<file path="config.mk">
export PLATFORM = sky130hd
export DESIGN_NAME = reorder_buffer_flat
export DESIGN_NICKNAME = d
export VERILOG_FILES = /design/src/rtl/fcpu_pkg.sv /design/src/rtl/reorder_buffer_if.sv /design/src/rtl/reorder_buffer_lookup.sv /design/src/rtl/reorder_buffer.sv /design/src/flat_wrapper.sv
export SDC_FILE = /design/constraint.sdc
export NUM_CORES = 1
export LEC_CHECK = 0
export CORE_AREA = 10 10 263 202
export DETAILED_ROUTE_END_ITERATION = 10
export DIE_AREA = 0 0 273 212
export SLEW_MARGIN = 20
export SYNTH_ARGS = -nofsm -noshare
export SYNTH_HDL_FRONTEND = slang
export SYNTH_SLANG_ARGS = --single-unit
</file>
<file path="constraint.sdc">
create_clock -name clk -period 4.19 [get_ports clk]
set_input_delay 0.6285 -clock clk [delete_from_list [all_inputs] [get_ports clk]]
set_output_delay 0.6285 -clock clk [all_outputs]
set_load 0.02 [all_outputs]
</file>
<file path="src/rtl/fcpu_pkg.sv">
// Shared core-wide widths and the reorder-buffer entry layout.
package fcpu_pkg;

    localparam int DATA_W     = 32;
    localparam int REG_ADDR_W = 5;
    localparam int RSV_ID_W   = 3;
    localparam int ROB_DEPTH  = 2**RSV_ID_W;

    typedef struct packed {
        logic                  valid;
        logic                  done;
        logic                  is_void;
        logic                  has_dst;
        logic [REG_ADDR_W-1:0] dst;
        logic [DATA_W-1:0]     data;
    } rob_entry_t;

endpackage

</file>
<file path="src/rtl/reorder_buffer_if.sv">
// Dispatch, writeback, operand-lookup and commit bundle between the core and the ROB.
interface reorder_buffer_if
    import fcpu_pkg::*;
#(
    parameter int N_RD_PORTS = 2
);
    logic                                 alloc_valid;
    logic                                 alloc_ready;
    logic                                 alloc_has_dst;
    logic [REG_ADDR_W-1:0]                alloc_dst;
    logic [RSV_ID_W-1:0]                  alloc_id;

    logic                                 wb_valid;
    logic [RSV_ID_W-1:0]                  wb_id;
    logic [DATA_W-1:0]                    wb_data;
    logic                                 wb_void;

    logic [N_RD_PORTS-1:0][RSV_ID_W-1:0]  rd_ids;
    logic [N_RD_PORTS-1:0][DATA_W-1:0]    rd_data;
    logic [N_RD_PORTS-1:0]                rd_done;

    logic                                 flush;

    logic                                 we;
    logic                                 we_invalidate;
    logic [RSV_ID_W-1:0]                  wrQueAddr;
    logic [REG_ADDR_W-1:0]                wrAddr;
    logic [DATA_W-1:0]                    wrData;
    logic [RSV_ID_W:0]                    count;

    modport master (
        output alloc_valid, alloc_has_dst, alloc_dst,
        output wb_valid, wb_id, wb_data, wb_void,
        output rd_ids, flush,
        input  alloc_ready, alloc_id, rd_data, rd_done,
        input  we, we_invalidate, wrQueAddr, wrAddr, wrData, count
    );

    modport slave (
        input  alloc_valid, alloc_has_dst, alloc_dst,
        input  wb_valid, wb_id, wb_data, wb_void,
        input  rd_ids, flush,
        output alloc_ready, alloc_id, rd_data, rd_done,
        output we, we_invalidate, wrQueAddr, wrAddr, wrData, count
    );
endinterface

</file>
<file path="src/rtl/reorder_buffer_lookup.sv">
// Operand tag read with same-cycle writeback forwarding; combinational, zero latency.
// No backpressure: every lookup is answered in the cycle it is presented.
module rob_lookup
    import fcpu_pkg::*;
#(
    parameter int DEPTH = ROB_DEPTH
) (
    input  logic [RSV_ID_W-1:0] rd_id,
    input  logic [DEPTH-1:0]    ent_ready,
    input  logic [DATA_W-1:0]   ent_data [DEPTH],
    input  logic                wb_valid,
    input  logic [RSV_ID_W-1:0] wb_id,
    input  logic [DATA_W-1:0]   wb_data,
    output logic [DATA_W-1:0]   rd_data,
    output logic                rd_done
);

    always_comb begin
        rd_data = ent_data[rd_id];
        rd_done = ent_ready[rd_id];
        // A result on the bus this cycle is newer than anything stored.
        if (wb_valid && (wb_id == rd_id)) begin
            rd_data = wb_data;
            rd_done = 1'b1;
        end
    end

endmodule

</file>
<file path="src/rtl/reorder_buffer.sv">
// In-order retirement queue: allocates tags, gathers out-of-order results, commits the head.
// Commit one edge after the head completes; alloc_ready from registered count only (no same-cycle credit).
module reorder_buffer
    import fcpu_pkg::*;
#(
    parameter int N_RD_PORTS = 2,
    parameter int DEPTH      = ROB_DEPTH   // must be 2**RSV_ID_W so pointers wrap for free
) (
    input  logic              clk,
    input  logic              nrst,
    reorder_buffer_if.slave   rob
);

    rob_entry_t            entries [DEPTH];
    logic [RSV_ID_W-1:0]   head;
    logic [RSV_ID_W-1:0]   tail;
    logic [RSV_ID_W:0]     count_q;

    logic                  alloc_fire;
    logic                  wb_fire;
    logic                  commit_fire;
    rob_entry_t            head_ent;

    logic [DEPTH-1:0]      ent_ready;
    logic [DATA_W-1:0]     ent_data [DEPTH];

    assign head_ent        = entries[head];
    assign rob.alloc_ready = (count_q < (RSV_ID_W+1)'(DEPTH));
    assign rob.alloc_id    = tail;
    assign rob.count       = count_q;

    assign alloc_fire  = rob.alloc_valid && rob.alloc_ready && !rob.flush;
    assign wb_fire     = rob.wb_valid && !rob.flush && entries[rob.wb_id].valid;
    assign commit_fire = head_ent.valid && head_ent.done && !rob.flush;

    always_comb begin
        for (int i = 0; i < DEPTH; i++) begin
            ent_ready[i] = entries[i].valid && entries[i].done;
            ent_data[i]  = entries[i].data;
        end
    end

    for (genvar p = 0; p < N_RD_PORTS; p++) begin : g_rd
        rob_lookup #(.DEPTH(DEPTH)) u_lookup (
            .rd_id     (rob.rd_ids[p]),
            .ent_ready (ent_ready),
            .ent_data  (ent_data),
            .wb_valid  (rob.wb_valid),
            .wb_id     (rob.wb_id),
            .wb_data   (rob.wb_data),
            .rd_data   (rob.rd_data[p]),
            .rd_done   (rob.rd_done[p])
        );
    end

    // Entry storage. Allocation only targets the tail, which is never a live entry while not full.
    always_ff @(posedge clk or negedge nrst) begin
        if (!nrst) begin
            for (int i = 0; i < DEPTH; i++) begin
                entries[i] <= '0;
            end
        end else if (rob.flush) begin
            for (int i = 0; i < DEPTH; i++) begin
                entries[i].valid <= 1'b0;
            end
        end else begin
            if (wb_fire) begin
                entries[rob.wb_id].done    <= 1'b1;
                entries[rob.wb_id].data    <= rob.wb_data;
                entries[rob.wb_id].is_void <= rob.wb_void;
            end
            if (commit_fire) begin
                entries[head].valid <= 1'b0;
            end
            if (alloc_fire) begin
                entries[tail].valid   <= 1'b1;
                entries[tail].done    <= 1'b0;
                entries[tail].is_void <= 1'b0;
                entries[tail].has_dst <= rob.alloc_has_dst;
                entries[tail].dst     <= rob.alloc_dst;
            end
        end
    end

    always_ff @(posedge clk or negedge nrst) begin
        if (!nrst) begin
            head    <= '0;
            tail    <= '0;
            count_q <= '0;
        end else if (rob.flush) begin
            head    <= '0;
            tail    <= '0;
            count_q <= '0;
        end else begin
            if (alloc_fire) begin
                tail <= tail + 1'b1;
            end
            if (commit_fire) begin
                head <= head + 1'b1;
            end
            case ({alloc_fire, commit_fire})
                2'b10:   count_q <= count_q + 1'b1;
                2'b01:   count_q <= count_q - 1'b1;
                default: count_q <= count_q;
            endcase
        end
    end

    // Register-file write port; address/data hold between commits, strobes are single-cycle.
    always_ff @(posedge clk or negedge nrst) begin
        if (!nrst) begin
            rob.we            <= 1'b0;
            rob.we_invalidate <= 1'b0;
            rob.wrQueAddr     <= '0;
            rob.wrAddr        <= '0;
            rob.wrData        <= '0;
        end else if (commit_fire) begin
            rob.we            <= 1'b1;
            rob.we_invalidate <= head_ent.is_void | ~head_ent.has_dst;
            rob.wrQueAddr     <= head;
            rob.wrAddr        <= head_ent.dst;
            rob.wrData        <= head_ent.data;
        end else begin
            rob.we            <= 1'b0;
            rob.we_invalidate <= 1'b0;
        end
    end

endmodule

</file>
<file path="src/flat_wrapper.sv">
// flat-port wrapper written by rule: the top's interface ports become plain ports
module reorder_buffer_flat import fcpu_pkg::*;
#(
    parameter int N_RD_PORTS = 2,
    parameter int DEPTH      = ROB_DEPTH                                                   
)
  (clk, nrst, rob_alloc_valid, rob_alloc_has_dst, rob_alloc_dst, rob_wb_valid, rob_wb_id, rob_wb_data, rob_wb_void, rob_rd_ids, rob_flush, rob_alloc_ready, rob_alloc_id, rob_rd_data, rob_rd_done, rob_we, rob_we_invalidate, rob_wrQueAddr, rob_wrAddr, rob_wrData, rob_count);
  reorder_buffer_if #(.N_RD_PORTS(N_RD_PORTS)) rob_i ();
  input  logic clk;
  input  logic nrst;
  input wire logic [$bits(rob_i.alloc_valid)-1:0] rob_alloc_valid;
  input wire logic [$bits(rob_i.alloc_has_dst)-1:0] rob_alloc_has_dst;
  input wire logic [$bits(rob_i.alloc_dst)-1:0] rob_alloc_dst;
  input wire logic [$bits(rob_i.wb_valid)-1:0] rob_wb_valid;
  input wire logic [$bits(rob_i.wb_id)-1:0] rob_wb_id;
  input wire logic [$bits(rob_i.wb_data)-1:0] rob_wb_data;
  input wire logic [$bits(rob_i.wb_void)-1:0] rob_wb_void;
  input wire logic [$bits(rob_i.rd_ids)-1:0] rob_rd_ids;
  input wire logic [$bits(rob_i.flush)-1:0] rob_flush;
  output wire logic [$bits(rob_i.alloc_ready)-1:0] rob_alloc_ready;
  output wire logic [$bits(rob_i.alloc_id)-1:0] rob_alloc_id;
  output wire logic [$bits(rob_i.rd_data)-1:0] rob_rd_data;
  output wire logic [$bits(rob_i.rd_done)-1:0] rob_rd_done;
  output wire logic [$bits(rob_i.we)-1:0] rob_we;
  output wire logic [$bits(rob_i.we_invalidate)-1:0] rob_we_invalidate;
  output wire logic [$bits(rob_i.wrQueAddr)-1:0] rob_wrQueAddr;
  output wire logic [$bits(rob_i.wrAddr)-1:0] rob_wrAddr;
  output wire logic [$bits(rob_i.wrData)-1:0] rob_wrData;
  output wire logic [$bits(rob_i.count)-1:0] rob_count;
  assign rob_i.alloc_valid = rob_alloc_valid;
  assign rob_i.alloc_has_dst = rob_alloc_has_dst;
  assign rob_i.alloc_dst = rob_alloc_dst;
  assign rob_i.wb_valid = rob_wb_valid;
  assign rob_i.wb_id = rob_wb_id;
  assign rob_i.wb_data = rob_wb_data;
  assign rob_i.wb_void = rob_wb_void;
  assign rob_i.rd_ids = rob_rd_ids;
  assign rob_i.flush = rob_flush;
  assign rob_alloc_ready = rob_i.alloc_ready;
  assign rob_alloc_id = rob_i.alloc_id;
  assign rob_rd_data = rob_i.rd_data;
  assign rob_rd_done = rob_i.rd_done;
  assign rob_we = rob_i.we;
  assign rob_we_invalidate = rob_i.we_invalidate;
  assign rob_wrQueAddr = rob_i.wrQueAddr;
  assign rob_wrAddr = rob_i.wrAddr;
  assign rob_wrData = rob_i.wrData;
  assign rob_count = rob_i.count;
  reorder_buffer #(.N_RD_PORTS(N_RD_PORTS), .DEPTH(DEPTH)) u_core (.clk(clk), .nrst(nrst), .rob(rob_i));
endmodule
</file>
==> impl_metrics.csv <==
group,metric,value,unit
global_route,overflow,0,
timing,fin_skew,0.0233,ns
global_route,first_global_vias,14700,
global_route,met2_usage,0.339,
clock_network,clkLatencyLatePin,0.57,ns
floorplanning,start_util,0.444,
yosys,synth_nets,1593,
detailed_routing,vias,13900,
finish,num_antenna_cells,0,
clock_network,cts.htree.levels,2,
global_route,antenna_found_initial,0,
clock_network,clkTransAtPathRegs,0.06,ns
detailed_routing,drt-pass1-iter-count,5,
yosys,netlist_area,21300,um2
floorplanning,fp.dieArea,57900,um2
power,leakage,10.9,nW
floorplanning,die_h,212,um
yosys,synth_edf_count,0,
power,ir_drop,253,uV
critical_path,critPathLaunchType,"primary input",
placed_design,routabilityCongestion,0.801,
placed_design,dp_slack,0.610,ns
floorplanning,placeableCoreArea,48100,um2
yosys,postSynthCellCount,1535,
critical_path,max_stage_delay,0.69,ns
floorplanning,die_w,273,um
global_route,top_usage_layer,"met2",
critical_path,slowest_stage,"clkdlybuf4s50_1",
yosys,synthFlopType,"dfrtp_1",
global_route,grtUsageTotal,0.209,
clock_network,cts-root-buf,"clkbuf_16",
detailed_routing,wirelength,60.2,mm
detailed_routing,drt_iter0_drc,1277,
detailed_routing,drc,0,
timing,setup_viol,0,
yosys,avgSynthCellArea,13.9,um2
critical_path,worstPathArrival,2.95,ns
yosys,synth_warnings,0,
clock_network,cts_tree,"built",
timing,setup_tns,0,ns
yosys,netlist_top_cells_area,"dfrtp_1 45%, mux4_2 22%, mux2_2 16%, mux2i_1 5.1%, a21oi_1 1.8%",
timing,rsz0062_at_grt,"no",
clock_network,cts_setup_buffers,0,
global_route,gr-usage-met3,0.0401,
global_route,grt.met1_usage,0.287,
run,drv_cap,0,
placed_design,port-buffer-count,168,
outcome,status,"complete, no violations",
detailed_routing,wire_per_inst,26.0,um
placed_design,hpwl,37.9,mm
clock_network,cts_resized,0,
critical_path,critPathKind,"in2out",
timing,clock.fmax,279,MHz
yosys,async_flop_share,1.00,
clock_network,cts_buffer_depth,3,
clock_network,clock_sinks,380,
floorplanning,ioPinCount,169,
timing,worstMarginPinSlew,0.885,ns
finish,drive_gt1_frac,0.390,
critical_path,required,3.56,ns
floorplanning,row_count,70,
timing,period_needed,3.58,ns
finish,fillers,4009,
critical_path,path_cells,"clkdlybuf4s50_1 > xnor2_1 > nand4_1 > buf_4 > nor2_1 > a21oi_1 > clkdlybuf4s50_1",
timing,finalHoldViolCount,0,
finish,nNetsFinal,1689,
finish,syn2layout_area_growth,17.9,%
timing,final-max-slew-violation-count,0,
detailed_routing,vias_per_cell,6.02,
clock_network,holdBufCountCts,0,
yosys,ys_top_cells_by_count,"380 x dfrtp_1, 306 x mux2_2, 206 x mux4_2, 109 x mux2i_1, 84 x nor2_1",
worst_hold_path,hold_class,"in2async",
timing,setup_slack,0.610,ns
critical_path,crit_path_end_kind,"primary output",
global_route,grt_max_degree,89,
yosys,synth.most_common_cell,"dfrtp_1",
critical_path,path_max_fanout,30,
detailed_routing,antenna_left,0,
critical_path,cpMostUsedCell,"clkdlybuf4s50_1",
timing,finalCritPeriodShare,0.854,
yosys,synth_top_area_share,0.446,
yosys,ys_ff_latch,380,
timing,slew-limit-headroom,0.410,
global_route,grt_pass1_wl,93.6,mm
yosys,netlist.top_cell.by_area,"dfrtp_1",
yosys,ys_types,52,
power,powerDensity,385,nW/um2
yosys,ys_seq_area_frac,0.446,
clock_network,cts_buffers,43,
## stage by stage
step           power, mW  cells  area (um2)  hold slack, ns   util
3_3_place_gp        5.73   2234       23600           0.463  0.492
2_1_floorplan       5.11   1535       21300           0.333      -
6_report            9.69   2314       25200           0.102  0.523
5_1_grt             10.1   2314       25200           0.148  0.523
4_1_cts             9.80   2314       25200           0.112  0.523
3_5_place_dp        5.77   2234       23600           0.475  0.492
## layout by cell type (no fill, tap or decap), types with 9 or more instances in the layout
cell             instances
dfrtp_1                377
mux2_2                 306
mux4_2                 206
clkdlybuf4s50_1        161
mux2i_1                109
nor2_1                  84
a21oi_1                 75
nand2_1                 61
clkbuf_16               44
o21ai_0                 41
buf_4                   32
buf_12                  14
clkbuf_8                12
inv_1                   11
xnor2_1                  9
## critical path, delay by kind of cell
| family | cells | cell delay (ns) |
|---|---|---|
| AO/OA/AOI/OAI | 1 | 0.34 |
| AND/OR/NAND/NOR | 2 | 0.20 |
| XOR/XNOR | 1 | 0.11 |
| buffers and inverters | 3 | 1.66 |
## worst paths after layout
| check | startpoint | end | slack [ns] | cells past startpoint |
|---|---|---|---|---|
| max | rob_wb_id[1] | rob_rd_data[31] | 0.61 | 7 |
| min | nrst | u_core.rob.we$_DFF_PN0_ | 0.10 | 1 |
| max reg2reg | u_core.head[2]$_DFFE_PN0P_ | u_core.rob.count[3]$_DFFE_PN0P_ | 1.24 | 9 |
| min reg2reg | u_core.rob.wrData[22]$_DFFE_PN0N_ | u_core.rob.wrData[22]$_DFFE_PN0N_ | 0.48 | 2 |
| max in group asynchronous | nrst | u_core.ent_data[104]$_DFFE_PN0P_ | 3.18 | 2 |
| min in group clk | u_core.rob.wrData[22]$_DFFE_PN0N_ | u_core.rob.wrData[22]$_DFFE_PN0N_ | 0.48 | 2 |
## power breakdown
group          internal (mW)  switching (mW)
Combinational          0.801           0.732
Clock                   2.40            1.60
Sequential              3.94           0.210
Total                   7.15            2.54
## registers in the layout, indices dropped and copies added (netlist names)
| name | flops |
|---|---|
| u_core.rob.we_invalidate | 1 |
| u_core.rob.count | 4 |
| u_core.rob.we | 1 |
| u_core.rob.wrAddr | 5 |
| u_core.head | 3 |
| u_core.entries | 72 |
| u_core.rob.wrQueAddr | 3 |
| u_core.rob.wrData | 32 |
| u_core.ent_data | 256 |
| u_core.rob.alloc_id | 3 |
## layout make-up
cell class | count | area [um2] | share of cell area
clock buffer | 64 | 1300 | 0.0515
tap | 648 | 811 | 0.0322
inverter | 11 | 41.3 | 0.00164
timing repair buffer | 210 | 2160 | 0.0857
sequential | 380 | 9520 | 0.378
multi-input combinational | 985 | 11100 | 0.442
clock inverter | 16 | 218 | 0.00865
## metal layers
layer	share of wire	vias up	wire, um
li1	-	6026	-
met3	0.055	86	3330
met5	0	-	0
met1	0.45	7426	26900
met2	0.48	403	28800
met4	0.019	0	1160
## cell families (layout without fill, tap and decap cells)
logic type / Yosys count / in the layout / share of synthesized area
fa+ha+maj: 5 / 5 / 0.00328
compound gates: 147 / 147 / 0.0393
buf+inv: 170 / 301 / 0.0348
mux: 621 / 621 / 0.430
flops: 380 / 380 / 0.446
simple gates: 201 / 201 / 0.0424
xor+xnor: 11 / 11 / 0.00451
(Power assumes the default switching activity.)
